### config.mk
export PLATFORM = sky130hd
export DESIGN_NAME = muldiv_unit
export DESIGN_NICKNAME = d
export VERILOG_FILES = /design/src/rtl/muldiv_unit.sv
export SDC_FILE = /design/constraint.sdc
export NUM_CORES = 1
export LEC_CHECK = 0
export CORE_ASPECT_RATIO = 1.4
export CORE_MARGIN = 5
export CORE_UTILIZATION = 57
export CTS_BUF_LIST = sky130_fd_sc_hd__clkbuf_8
export CTS_CLUSTER_DIAMETER = 100
export DETAILED_ROUTE_END_ITERATION = 7
export HOLD_SLACK_MARGIN = 0.06
export PLACE_DENSITY = 0.77
export SLEW_MARGIN = 0
export SYNTH_ARGS = -nofsm -noshare
export SYNTH_HDL_FRONTEND = slang
export SYNTH_SLANG_ARGS = --single-unit
### constraint.sdc
create_clock -name clk -period 11.5 [get_ports clk]
set_input_delay 1.15 -clock clk [delete_from_list [all_inputs] [get_ports clk]]
set_output_delay 1.15 -clock clk [all_outputs]
set_load 0.01 [all_outputs]
### src/rtl/muldiv_unit.sv
// Iterative RV32M multiply/divide unit: shift-add multiply and restoring divide, one bit per cycle.
// Divide-by-zero and signed overflow bypass the iteration and complete one cycle after accept.
module muldiv_unit #(
    parameter int unsigned XLEN = 32
) (
    input  logic            clk,
    input  logic            rst_n,
    input  logic            in_valid,
    output logic            in_ready,
    input  logic [2:0]      funct3,
    input  logic [XLEN-1:0] op_a,
    input  logic [XLEN-1:0] op_b,
    input  logic            flush,
    output logic            out_valid,
    input  logic            out_ready,
    output logic [XLEN-1:0] result
);

    localparam int unsigned CNT_W = $clog2(XLEN) + 1;
    localparam logic [XLEN-1:0] MinInt = {1'b1, {(XLEN-1){1'b0}}};

    typedef enum logic [1:0] {StIdle, StBusy, StDone} state_e;

    function automatic logic [XLEN-1:0] negate(input logic [XLEN-1:0] v);
        return ~v + XLEN'(1);
    endfunction

    state_e              state_q, state_d;
    logic [2:0]          op_q, op_d;
    logic [XLEN-1:0]     b_q, b_d;
    logic                neg_res_q, neg_res_d;
    logic                neg_rem_q, neg_rem_d;
    logic [CNT_W-1:0]    cnt_q, cnt_d;
    logic [2*XLEN-1:0]   prod_q, prod_d;
    logic [XLEN:0]       rem_q, rem_d;
    logic [XLEN-1:0]     quo_q, quo_d;
    logic [XLEN-1:0]     result_q, result_d;

    // Request decode: signedness, magnitudes and fast-path detection
    logic            is_div, signed_a, signed_b, a_neg, b_neg;
    logic [XLEN-1:0] a_mag, b_mag;
    logic            div_zero, div_ovf, fast;
    logic [XLEN-1:0] fast_res;

    always_comb begin
        is_div   = funct3[2];
        signed_a = (funct3 == 3'b000) || (funct3 == 3'b001) || (funct3 == 3'b010) ||
                   (funct3 == 3'b100) || (funct3 == 3'b110);
        signed_b = (funct3 == 3'b000) || (funct3 == 3'b001) ||
                   (funct3 == 3'b100) || (funct3 == 3'b110);
        a_neg    = signed_a && op_a[XLEN-1];
        b_neg    = signed_b && op_b[XLEN-1];
        a_mag    = a_neg ? negate(op_a) : op_a;
        b_mag    = b_neg ? negate(op_b) : op_b;
        div_zero = is_div && (op_b == '0);
        div_ovf  = is_div && !funct3[0] && (op_a == MinInt) && (op_b == '1);
        fast     = div_zero || div_ovf;
        if (funct3[1]) begin
            fast_res = div_zero ? op_a : '0;
        end else begin
            fast_res = div_zero ? '1 : op_a;
        end
    end

    // One iteration of each datapath, plus the sign-corrected final result
    logic [XLEN:0]       mul_acc, rem_shift, rem_diff, rem_step;
    logic [2*XLEN-1:0]   prod_step, prod_fix;
    logic [XLEN-1:0]     quo_step, quo_fix, rem_fix, final_res;

    always_comb begin
        mul_acc   = {1'b0, prod_q[2*XLEN-1:XLEN]} + (prod_q[0] ? {1'b0, b_q} : '0);
        prod_step = {mul_acc, prod_q[XLEN-1:1]};
        rem_shift = {rem_q[XLEN-1:0], quo_q[XLEN-1]};
        rem_diff  = rem_shift - {1'b0, b_q};
        // Borrow out of the guard bit means the trial subtraction failed: restore
        rem_step  = rem_diff[XLEN] ? rem_shift : rem_diff;
        quo_step  = {quo_q[XLEN-2:0], ~rem_diff[XLEN]};
        prod_fix  = neg_res_q ? (~prod_step + (2*XLEN)'(1)) : prod_step;
        quo_fix   = neg_res_q ? negate(quo_step) : quo_step;
        rem_fix   = neg_rem_q ? negate(rem_step[XLEN-1:0]) : rem_step[XLEN-1:0];
        case (op_q)
            3'b000:                 final_res = prod_fix[XLEN-1:0];
            3'b001, 3'b010, 3'b011: final_res = prod_fix[2*XLEN-1:XLEN];
            3'b100, 3'b101:         final_res = quo_fix;
            default:                final_res = rem_fix;
        endcase
    end

    always_comb begin
        state_d   = state_q;
        op_d      = op_q;
        b_d       = b_q;
        neg_res_d = neg_res_q;
        neg_rem_d = neg_rem_q;
        cnt_d     = cnt_q;
        prod_d    = prod_q;
        rem_d     = rem_q;
        quo_d     = quo_q;
        result_d  = result_q;
        in_ready  = (state_q == StIdle);
        out_valid = (state_q == StDone);

        if (flush) begin
            state_d = StIdle;
        end else begin
            unique case (state_q)
                StIdle: begin
                    if (in_valid) begin
                        op_d      = funct3;
                        b_d       = b_mag;
                        neg_res_d = a_neg ^ b_neg;
                        neg_rem_d = a_neg;
                        prod_d    = {{XLEN{1'b0}}, a_mag};
                        quo_d     = a_mag;
                        rem_d     = '0;
                        if (fast) begin
                            result_d = fast_res;
                            state_d  = StDone;
                        end else begin
                            cnt_d   = CNT_W'(XLEN - 1);
                            state_d = StBusy;
                        end
                    end
                end
                StBusy: begin
                    prod_d = prod_step;
                    rem_d  = rem_step;
                    quo_d  = quo_step;
                    if (cnt_q == '0) begin
                        result_d = final_res;
                        state_d  = StDone;
                    end else begin
                        cnt_d = cnt_q - CNT_W'(1);
                    end
                end
                StDone: begin
                    if (out_ready) begin
                        state_d = StIdle;
                    end
                end
                default: state_d = StIdle;
            endcase
        end
    end

    always_ff @(posedge clk or negedge rst_n) begin
        if (!rst_n) begin
            state_q   <= StIdle;
            op_q      <= '0;
            b_q       <= '0;
            neg_res_q <= 1'b0;
            neg_rem_q <= 1'b0;
            cnt_q     <= '0;
            prod_q    <= '0;
            rem_q     <= '0;
            quo_q     <= '0;
            result_q  <= '0;
        end else begin
            state_q   <= state_d;
            op_q      <= op_d;
            b_q       <= b_d;
            neg_res_q <= neg_res_d;
            neg_rem_q <= neg_rem_d;
            cnt_q     <= cnt_d;
            prod_q    <= prod_d;
            rem_q     <= rem_d;
            quo_q     <= quo_d;
            result_q  <= result_d;
        end
    end

    assign result = result_q;

endmodule

==> impl_summary.txt <==
----------------------------------------------------
[Setup path]
  Data arrival time at the worst-slack endpoint ... 7.08 ns
  Startpoint type of the worst setup path ... flip-flop
  Worst R2R Setup Slack ... 4.88 ns
  Worst Path Required ... 11.96 ns
  WS Path Type ... flip-flop to flip-flop
  Kind of end point of the critical path ... flip-flop
  Worst-path maximum fanout ... 15

[Cells and area]
  Number of antenna cells inserted ... 0
  Filler Cells Inserted ... 2768
  Most frequent cells in the layout ... 250 x sky130_fd_sc_hd__nand2_1, 244 x sky130_fd_sc_hd__o21ai_0, 204 x sky130_fd_sc_hd__dfrtp_1
  Final Cell Area ... 0.01973 mm²
  Fraction of final layout cells with drive strength greater than 1 ... 0.04754
  Nets ... 2436
  Area growth syn-to-layout ... 11.25%
  Leading cell type in the layout, fill and taps excluded ... sky130_fd_sc_hd__nand2_1

[Logic synthesis]
  Most common flop cell mapped by yosys ... sky130_fd_sc_hd__dfrtp_1
  Share of synthesized registers carrying an async set or reset ... 1.000
  Post-synthesis sequential area ratio ... 0.2893
  Ys Warns ... 0
  Post-Syn Instances ... 2254
  Number of synthesized flops with an enable pin ... 0
  Mean instance size in the synthesized netlist ... 7.867 µm²
  Count of unique library cells instantiated by Yosys ... 79
  Number of register bits inferred by synthesis ... 205
  Synth Net Count ... 2400
  Synthesized cell area ... 0.01773 mm²

[STA]
  Setup TNS ... 0 ns
  Total count of max-transition violations in the final report ... 0
  Transition at the pin with the smallest max-transition slack ... 1.204 ns
  Final setup violation count ... 0
  RSZ-0062 raised after global routing ... no
  Fin worst setup slack ... 4.878 ns
  Total count of hold-check failures in the final report ... 0
  Maximum frequency from static timing analysis ... 151.0 MHz
  Skew final ... 0.02956 ns
  Time the final worst path needs with I/O delays and setup ... 6.622 ns
  Slew margin rel. ... 0.1910
  Share of the clock period used by the worst path after layout ... 0.5758

[Route]
  Remaining routing DRC violations ... 0
  Final ANT Viol Nets ... 0
  Via total after detailed routing ... 18.53k
  Wire length per cell ... 24.97 µm
  Starting DRT DRC Count ... 2034
  Drt pass-1 iters ... 6
  Number of vias per cell ... 6.852
  Total routed wirelength ... 67.53 mm

[Placed design]
  Worst setup slack after placement ... 5.033 ns
  Detailed placer's ending HPWL ... 51.55 mm
  Weighted congestion reported at the end of routability-driven placement ... 1.009
  Port Buffer Count ... 105
  Post-placement cell area ... 0.01897 mm²

[Floorplanning]
  I/O pin count ... 106
  Overall die width ... 159.1 µm
  Core Box Area ... 0.03071 mm²
  Starting density of the core ... 0.5773
  Number of placement rows ... 76
  Die span in y ... 218.7 µm
  Total Die Area ... 0.03479 mm²

[Global routing]
  Largest net degree at the start of global routing ... 93
  First-pass GRT wire length ... 103.5 mm
  Vias in the first global route ... 17.99k
  Total GRT Usage ... 0.3738
  Antenna violations before repair ... 0
  Aggregate global routing overflow ... 0

[Clocking]
  Clock slew at the register clock pins of the worst setup and hold paths ... 0.06 ns
  Clock Tree Buf Depth ... 3
  TritonCTS clock tree ... built
  # H-tree levels ... 2
  Num Clock Sinks ... 205
  Buffers inserted during post-CTS setup optimization ... 0
  Total CTS buffers ... 38
  CTS Hold Buffers Added ... 0
  CTS root buffer ... sky130_fd_sc_hd__clkbuf_8
  Resized cells post-CTS ... 0
  Clk Latency, worst-skew pair ... 0.58 ns

[Worst hold path]
  Worst hold path class ... flip-flop to flip-flop

[Pwr]
  Leak pwr ... 8.154 nW
  Maximum VDD drop ... 0.1483 mV
  Power density of the placed cells ... 263.4 mW/mm²

[Outcome]
  Run status ... complete, no violations

[Flow run]
  Max-cap check violation count ... 0

----------------------------------------------------
Yosys cell counts, types with 51 or more instances:
master                     instances  share of area
sky130_fd_sc_hd__inv_1            70          0.015
sky130_fd_sc_hd__xnor2_1         107          0.053
sky130_fd_sc_hd__o21ai_0         244          0.069
sky130_fd_sc_hd__nand2_1         251          0.053
sky130_fd_sc_hd__o31ai_1          65          0.028
sky130_fd_sc_hd__dfrtp_1         205           0.29
sky130_fd_sc_hd__xor2_1          109          0.054
sky130_fd_sc_hd__a21oi_1         191          0.054
sky130_fd_sc_hd__and2_1           51          0.018
sky130_fd_sc_hd__nor2_1          166          0.035
sky130_fd_sc_hd__ha_1             72          0.051
sky130_fd_sc_hd__clkbuf_1        117          0.025
layout make-up:
cell class / count / area, µm² / area share
clock buffer: 50 / 688.2 / 0.03489
clock inverter: 14 / 68.82 / 0.003489
inverter: 70 / 262.8 / 0.01332
multi-input combinational: 1851 / 11890 / 0.6028
sequential: 205 / 5131 / 0.2601
tap: 390 / 488.0 / 0.02474
timing repair buffer: 124 / 1197 / 0.06070
worst max-delay path, cell delays in order (launching register included):
cell,delay (ns)
sky130_fd_sc_hd__dfrtp_1,0.41
sky130_fd_sc_hd__ha_1,0.40
sky130_fd_sc_hd__a21oi_1,0.15
sky130_fd_sc_hd__o21ai_0,0.59
sky130_fd_sc_hd__a211oi_1,0.19
sky130_fd_sc_hd__o31ai_1,0.81
sky130_fd_sc_hd__o21a_1,0.57
sky130_fd_sc_hd__nor2_2,0.25
sky130_fd_sc_hd__inv_1,0.37
sky130_fd_sc_hd__nor2_1,0.07
sky130_fd_sc_hd__a21oi_1,0.16
sky130_fd_sc_hd__ha_1,0.26
sky130_fd_sc_hd__nand2b_1,0.07
sky130_fd_sc_hd__nor4b_1,0.34
sky130_fd_sc_hd__nand3_1,0.13
sky130_fd_sc_hd__a22oi_1,0.43
sky130_fd_sc_hd__nand4_1,0.34
sky130_fd_sc_hd__o41a_1,0.51
sky130_fd_sc_hd__xnor2_1,0.13
sky130_fd_sc_hd__a221oi_1,0.26
sky130_fd_sc_hd__nor2_1,0.07
through the flow:
stage | hold WS (ns) | total power, mW | util | std cells
2_1_floorplan | 0.4453 | 3.273 | - | 2254
3_3_place_gp | 0.4667 | 4.310 | 0.6176 | 2640
3_5_place_dp | 0.4689 | 4.343 | 0.6176 | 2640
4_1_cts | 0.4815 | 5.087 | 0.6423 | 2704
5_1_grt | 0.5013 | 5.467 | 0.6423 | 2704
6_report | 0.4775 | 5.195 | 0.6423 | 2704
cells by family after synthesis:
logic type	share of synthesized area
compound gates	0.2932
simple gates	0.1988
xor+xnor	0.1067
flops	0.2893
buf+inv	0.04191
fa+ha+maj	0.05419
mux	0.01588
registers in the layout (all words and copies together) (netlist names):
| name | cells |
|---|---|
| rem_q | 32 |
| result | 32 |
| op_q | 3 |
| neg_rem_q | 1 |
| b_q | 32 |
| cnt_q | 6 |
| state_q | 2 |
| neg_res_q | 1 |
| prod_q | 64 |
| quo_q | 32 |
path summary, 6_finish.rpt:
| check | from | to | cells past startpoint |
|---|---|---|---|
| worst max-delay path | rem_q[16]$_DFFE_PN0P_ | result[28]$_DFFE_PN0P_ | 20 |
| worst min-delay path | result[9]$_DFFE_PN0P_ | result[9]$_DFFE_PN0P_ | 2 |
| worst max register to register | rem_q[16]$_DFFE_PN0P_ | result[28]$_DFFE_PN0P_ | 20 |
| worst min register to register | result[9]$_DFFE_PN0P_ | result[9]$_DFFE_PN0P_ | 2 |
| max in group asynchronous | rst_n | prod_q[55]$_DFFE_PN0P_ | 2 |
| min in group asynchronous | rst_n | cnt_q[5]$_DFFE_PN0P_ | 1 |
metal layers:
metal,vias up,wire (µm),track usage
li1,8393,-,-
met1,8920,25350,0.4538
met2,985,32740,0.6421
met3,231,4893,0.04226
met4,0,4546,0.2174
met5,-,0,0
power by group:
group	internal, mW	switching (mW)	total (mW)
sequential	0.904	0.266	1.17
clock	0.388	0.340	0.728
combinational	1.16	2.14	3.30
No activity file was read; power rests on OpenSTA's default activity.
